**src/rtl/jtdsp16_inst_fetch.sv**
```systemverilog
// DSP16 instruction fetch/decode front-end: IR latch, control-flow strobes, bubble sequencing.
// Optional interrupt entry/return logic is enabled by defining JTDSP16_ICALL_EN.
module jtdsp16_inst_fetch #(
    parameter int FLUSH_LEN = 1
) (
    input  logic        rst,
    input  logic        clk,
    input  logic        cen,
    input  logic [15:0] rom_dout,
    input  logic        con_result,
    input  logic        irq,
    output logic [15:0] ir,
    output logic        ir_valid,
    output logic        goto_ja,
    output logic        call_ja,
    output logic        goto_b,
    output logic        icall,
    output logic [11:0] ifield,
    output logic        con_check,
    output logic [4:0]  con_field,
    output logic        imm_we,
    output logic [15:0] imm_data,
    output logic        in_isr,
    output logic [2:0]  state_dbg
);

    typedef enum logic [2:0] {
        RUN     = 3'd0,
        FLUSH   = 3'd1,
        IMM     = 3'd2,
        SKIP    = 3'd3,
        SKIPIMM = 3'd4
    } state_t;

    localparam logic [1:0] FLUSH_INIT = 2'(FLUSH_LEN - 1);
    localparam logic [4:0] OP_LIMM    = 5'b01010;

    state_t     state, state_nx;
    logic [1:0] cnt, cnt_nx;
    logic [4:0] op;
    logic       is_limm, transfer, take_irq;

    // ---------------- state register and datapath ----------------
    // The next state classifies the word loaded on the same edge.
    always_ff @(posedge clk or posedge rst) begin
        if (rst) begin
            state    <= FLUSH;
            cnt      <= FLUSH_INIT;
            ir       <= 16'd0;
            ir_valid <= 1'b0;
            imm_we   <= 1'b0;
            imm_data <= 16'd0;
        end else if (cen) begin
            state    <= state_nx;
            cnt      <= cnt_nx;
            ir       <= rom_dout;
            ir_valid <= (state_nx == RUN);
            imm_we   <= (state_nx == IMM);
            if (state_nx == IMM) imm_data <= rom_dout;
        end
    end

`ifdef JTDSP16_ICALL_EN
    logic iret;

    assign iret = goto_b && (ir[10:8] == 3'b001);
    // Only plain instructions may be interrupted so if/next and imm/data pairs stay atomic.
    assign take_irq = (state == RUN) && ir_valid && irq && !in_isr &&
                      !transfer && !is_limm && !con_check;

    always_ff @(posedge clk or posedge rst) begin
        if (rst) begin
            icall  <= 1'b0;
            in_isr <= 1'b0;
        end else if (cen) begin
            icall <= take_irq;
            if (take_irq)  in_isr <= 1'b1;
            else if (iret) in_isr <= 1'b0;
        end
    end
`else
    logic unused_irq;

    assign unused_irq = irq;
    assign take_irq   = 1'b0;
    assign icall      = 1'b0;
    assign in_isr     = 1'b0;
`endif

    // ---------------- next-state logic ----------------
    always_comb begin
        state_nx = state;
        cnt_nx   = cnt;
        case (state)
            RUN: begin
                if (transfer || take_irq) begin
                    state_nx = FLUSH;
                    cnt_nx   = FLUSH_INIT;
                end else if (is_limm) begin
                    state_nx = IMM;
                end else if (con_check && !con_result) begin
                    state_nx = SKIP;
                end
            end
            FLUSH: begin
                if (cnt == 2'd0) state_nx = RUN;
                else             cnt_nx   = cnt - 2'd1;
            end
            IMM:     state_nx = RUN;
            SKIP:    state_nx = (op == OP_LIMM) ? SKIPIMM : RUN;
            SKIPIMM: state_nx = RUN;
            default: begin
                state_nx = FLUSH;
                cnt_nx   = FLUSH_INIT;
            end
        endcase
    end

    // ---------------- decode outputs ----------------
    always_comb begin
        op        = ir[15:11];
        goto_ja   = ir_valid && (op[4:1] == 4'b0000);
        call_ja   = ir_valid && (op[4:1] == 4'b1000);
        goto_b    = ir_valid && (op == 5'b11000);
        con_check = ir_valid && (op == 5'b11010);
        is_limm   = ir_valid && (op == OP_LIMM);
        transfer  = goto_ja || call_ja || goto_b || icall;
        ifield    = ir[11:0];
        con_field = ir[4:0];
        state_dbg = state;
    end

endmodule

```
**config.mk**
```make
export PLATFORM = sky130hd
export DESIGN_NAME = jtdsp16_inst_fetch
export DESIGN_NICKNAME = d
export VERILOG_FILES = /design/src/rtl/jtdsp16_inst_fetch.sv
export SDC_FILE = /design/constraint.sdc
export NUM_CORES = 1
export LEC_CHECK = 0
export CORE_UTILIZATION = 42
export CTS_CLUSTER_SIZE = 25
export DETAILED_ROUTE_END_ITERATION = 12
export PLACE_DENSITY = 0.88
export RECOVER_POWER = 50
export SLEW_MARGIN = 10
export SYNTH_ARGS = -nofsm -noshare
export SYNTH_HDL_FRONTEND = slang
export SYNTH_SLANG_ARGS = --single-unit
```
**constraint.sdc**
```tcl
create_clock -name clk -period 2 [get_ports clk]
set_input_delay 0.2 -clock clk [delete_from_list [all_inputs] [get_ports clk]]
set_output_delay 0.2 -clock clk [all_outputs]
set_load 0.01 [all_outputs]
```
* After elaboration in Yosys (flattened, before gate mapping)
Cells that the tools add are included.
** Cells by class
- Equal/unequal tests :: 11
- Reduce and logical (&&, ||, !) cells :: 17
- Multiplexer cells :: 9
- Shifts and indexed selects :: 0
- Add/subtract/negate cells :: 1
- Bitwise operators :: 1
- $lt $le $gt $ge :: 0
- Divide/modulo/power cells :: 0
- Multipliers :: 0
** Operators with widths (number)
- $mux 3 :: 5
- $pmux 3 s4 :: 1
- $eq 5x5->1 const B :: 2
- $eq 3x2->1 const B :: 3
- $logic_and 1x1->1 :: 6
- $logic_not 3->1 :: 2
- $pmux 2 s3 :: 1
- $eq 5x4->1 const B :: 1
- $eq 4x4->1 const B :: 1
- $logic_not 4->1 :: 1
- $mux 2 :: 2
- $ne 2x2->1 const B :: 2
- $reduce_and 4->1 :: 1
- $eq 3x1->1 const B :: 1
- $eq 3x3->1 const B :: 1
- $reduce_or 3->1 :: 1
- $logic_not 2->1 :: 1
- $logic_or 1x1->1 :: 2
- $reduce_and 2->1 :: 1
- $reduce_or 2->1 :: 1
- $sub 2x1->2 const B :: 1
- $logic_not 1->1 :: 1
- $not 1->1 :: 1
** Word-level totals
- ROM bits :: 0
- Bits in latches :: 0
- Memories kept :: 0
- Bits of input ports :: 21
- Register bits after elaboration :: 39
- Logic and storage cells :: 45
- Bits in writable memories :: 0

* Logic depth before layout (Yosys ltp)
- Depth in word-level cells :: 9
- Depth in mapped cells :: 6

* Worst setup path after synthesis
No wires, ideal clock.
- Path kind :: reg2reg
- From :: register ir[13]
- To :: register imm_data[15]
- Library setup time :: 125 ps
- Path buffers :: 2
- Path slack :: 214 ps
- Required time :: 1875 ps
- Stages on the path, launching flop included :: 7
- Data arrival time :: 1661 ps
- Cells stage by stage :: dfrtp_1 > nand4bb_4 > nor4_4 > and4b_1 > buf_6 > buf_12 > mux2_4
** Between the ends
- Word-level cells in the longest chain between the ends :: 9
- Elaborated cells between the ends (all ways) :: 20
- Those cells by class :: 5 x eq/ne; 5 x mux; 10 x reduce/logical
** RTL lines
- start, declared :: RTL line 12 : output logic [15:0] ir,
- start signal, assigned :: RTL line 56 : ir <= rom_dout;
- $eq 5x5->1 :: RTL line 125 : con_check = ir_valid && (op == 5'b11010);
- $logic_and 1x1->1 :: RTL line 125
- $logic_and 1x1->1 :: RTL line 101 : end else if (con_check && !con_result) begin
- $mux 3 :: RTL line 101
- $mux 3 :: RTL line 99 : end else if (is_limm) begin
- $mux 3 :: RTL line 96 : if (transfer || take_irq) begin
- $pmux 3 s4 (*) :: RTL line 94 : case (state)
- $eq 3x2->1 (*) :: RTL line 59 : if (state_nx == IMM) imm_data <= rom_dout;
- $reduce_and 2->1 (no source line) (*)
- end signal, assigned :: RTL line 59
- end, declared :: RTL line 22 : output logic [15:0] imm_data,
Every way passes the cells marked *; elsewhere a longest branch is shown, timed or not.
A chain may end at the register's enable or synchronous reset.

* Worst setup path in the final report
- From :: register ir[15]
- To :: output port call_ja
** Between the ends
- Word-level cells in the longest chain between the ends :: 2
** RTL lines
- $eq 4x4->1 :: RTL line 123 : call_ja = ir_valid && (op[4:1] == 4'b1000);
- $logic_and 1x1->1 :: RTL line 123
- end, declared :: RTL line 15 : output logic call_ja,
No other way between the ends.

==> flow_metrics.tcl <==
set metrics [dict create \
    synth-edff-count 0 \
    switching_power_mw 0.678 \
    worst_pin_slew_ns 0.949 \
    cts_max_path_buffers 2 \
    whs_ns 0.502 \
    grt_max_degree 40 \
    dp.cells 249 \
    total_power_mw 2.35 \
    fin_skew_ns 0.00387 \
    pre_cts_slack_ns 0.120 \
    seq_power_share_pct 45.7 \
    core_um2 4140 \
    r2r_slack_ns 0.12 \
    cts_max_level 2 \
    n_antenna_cell 0 \
    die_w_um 68.8 \
    placed_area_um2 2570 \
    max_slew_margin_pct 36.7 \
    grt_use_total_pct 17.1 \
    rsz0062_at_grt "false" \
    synth-seq-area-share_pct 52.1 \
    clk_pin_slew_worst_paths_ns 0.07 \
    drt_first_pass_iters 2 \
    cp_max_fo 9 \
    synth_area_leaders "dfrtp_1 (51%), mux2_2 (15%), buf_4 (7.6%), mux2_4 (7.2%), nand4bb_4 (1.5%)" \
    grt_overflow_total 0 \
    drive_above_1_share_pct 25.6 \
    synth_top_area_share_pct 50.7 \
    ir_drop_mv 0.519 \
    final.min_clock_period_ns 1.89 \
    synth-async-reset-ratio_pct 100 \
    first_global_vias 1223 \
    status "complete, no violations" \
    fin_nets 228 \
    grt_pass1_wl_mm 5.83 \
    synth.avg_cell_area_um2 13.4 \
    ys_ff_latch 39 \
    setup_slack_ns 0.107 \
    dieHeight_um 68.8 \
    cts_buffers 5 \
    viasPerCell 4.94 \
    yosysWarnings 0 \
    ioPinCount 81 \
    nFillCells 336 \
    cp-start-kind "flip-flop" \
    clock_sinks 39 \
    postRouteAntennaNets 0 \
    wl_per_cell_um 14.8 \
    postSynthCellCount 140 \
    synth_top_cell_by_area "dfrtp_1" \
    fin_crit_sh_pct 94.7 \
    cts_tree "built" \
    cap_violations 0 \
    drc 0 \
    root_buffer "clkbuf_8" \
    die_area_um2 4730 \
    p_comb_share_pct 33.2 \
    intPower_mw 1.67 \
    synth_most_common_cell "dfrtp_1" \
    initial_utilization_pct 45.2 \
    min_path_type "flip-flop to flip-flop" \
    setup-tns-final_ns 0 \
    fmax_mhz 528 \
    path_class "flip-flop to output pin" \
    portBuffers 77 \
    switching_share_pct 28.8 \
    synthTopCellsByCount "dfrtp_1 (38), mux2_2 (25), buf_4 (19)" \
    finalSetupViolations 0 \
    yosys.cell_types.count 37 \
    hold_violations 0 \
    core.rowCount 23 \
    p_per_area_nw_per_um2 891 \
    dp_hpwl_mm 2.87 \
    fin_area_um2 2640 \
    drtIter0Drc 36 \
    end_kind "output pin" \
    leakage_nw 1.17 \
    clock_latency_ns 0.28 \
    antenna_found_initial 0 \
    slew_viol_final 0 \
    required_ns 1.80 \
    fin_cells 257 \
    area_delta_synth_final_pct 40.9 \
    post-route-util_pct 63.7 \
    synthFlopType "dfrtp_1" \
    synth_area_um2 1870 \
    worst_ep_arrival_time_ns 1.69 \
    gp_congestion 0.775 \
    p_clk_share_pct 21.1 \
    num_vias 1269 \
    wl_mm 3.80 \
]
routing by layer:
metal	track usage (%)	vias up	share of wire, %
li1	-	599	-
met5	0	-	0
met1	20.9	616	42
met3	4.11	8	5.1
met2	28.9	46	51
met4	6.63	0	1.4
area by class of cell:
| class | instances | area (µm²) | share of cell area, % |
|---|---|---|---|
| flip-flops and latches | 39 | 980 | 37.1 |
| repair buffers | 84 | 811 | 30.7 |
| multi-input cells | 70 | 683 | 25.9 |
| clock buffers | 7 | 76.3 | 2.89 |
| well taps | 50 | 62.6 | 2.37 |
| inverters | 6 | 22.5 | 0.853 |
| clock inverters | 1 | 5.00 | 0.190 |
path summary, 6_finish.rpt:
kind,startpoint,to,depth (start not counted)
worst max-delay path,ir[15],call_ja,3
worst min-delay path,imm_we,imm_we,1
worst max register to register,ir[13],imm_data[0],5
worst min register to register,imm_we,imm_we,1
max in group asynchronous,rst,ir[14],3
min in group asynchronous,rst,ir[1],3
cells in the final DEF, fill, tap and decap left out, drive strengths merged:
master          n
conb            2
dlygate4sd2     2
ha              1
nor2            4
a31oi           1
buf             4
dfrtp          38
nand2           4
a211oi          1
o311ai          1
o21ai           1
a32o            1
o31ai           1
nand2b          1
nand3           1
a2bb2oi         1
nand4bb         1
or2             1
and4b           1
or3b            1
dfstp           1
clkdlybuf4s50  63
or2b            1
a22o            1
clkbuf         10
nor3            1
a21boi          1
mux2           34
clkinv          1
inv             6
o31a            1
dlygate4sd3    12
a21o            1
nor4            5
a21oi           1
registers in the layout, indices dropped and copies added, names as in the netlist:
| signal | count |
|---|---|
| cnt | 2 |
| imm_data | 16 |
| imm_we | 1 |
| ir | 16 |
| ir_valid | 1 |
| state_dbg | 3 |
logic make-up (layout without fill, tap and decap cells):
group,count (synthesis),in the layout,share of synthesized area (%)
AOI/OAI and AO/OA,12,12,5.01
adders and majority gates,1,1,0.667
buffers and inverters,32,98,11.6
DFF,39,39,52.1
muxes,34,34,22.2
other,1,2,0.200
and+or+nand+nor,21,21,8.14
critical path: stages, from the launching register on:
cell             delay [ns]
dfrtp_1                0.48
nand2_1                0.16
nor4_1                 0.20
clkdlybuf4s50_1        0.58
power groups by stage:
stage | combinational [mW] | clock [mW] | sequential, mW
global route | 0.846 | 0.544 | 1.10
CTS | 0.810 | 0.514 | 1.08
floorplan | 0.409 | 0 | 1.10
finish | 0.782 | 0.497 | 1.07
global placement | 0.787 | 0 | 1.08
detailed placement | 0.807 | 0 | 1.09
repair_timing:
item	CTS	global route
resized for setup	4	0
setup buffers	0	0
setup endpoints to repair	2	0
hold buffers	0	0
(Power assumes the default switching activity.)
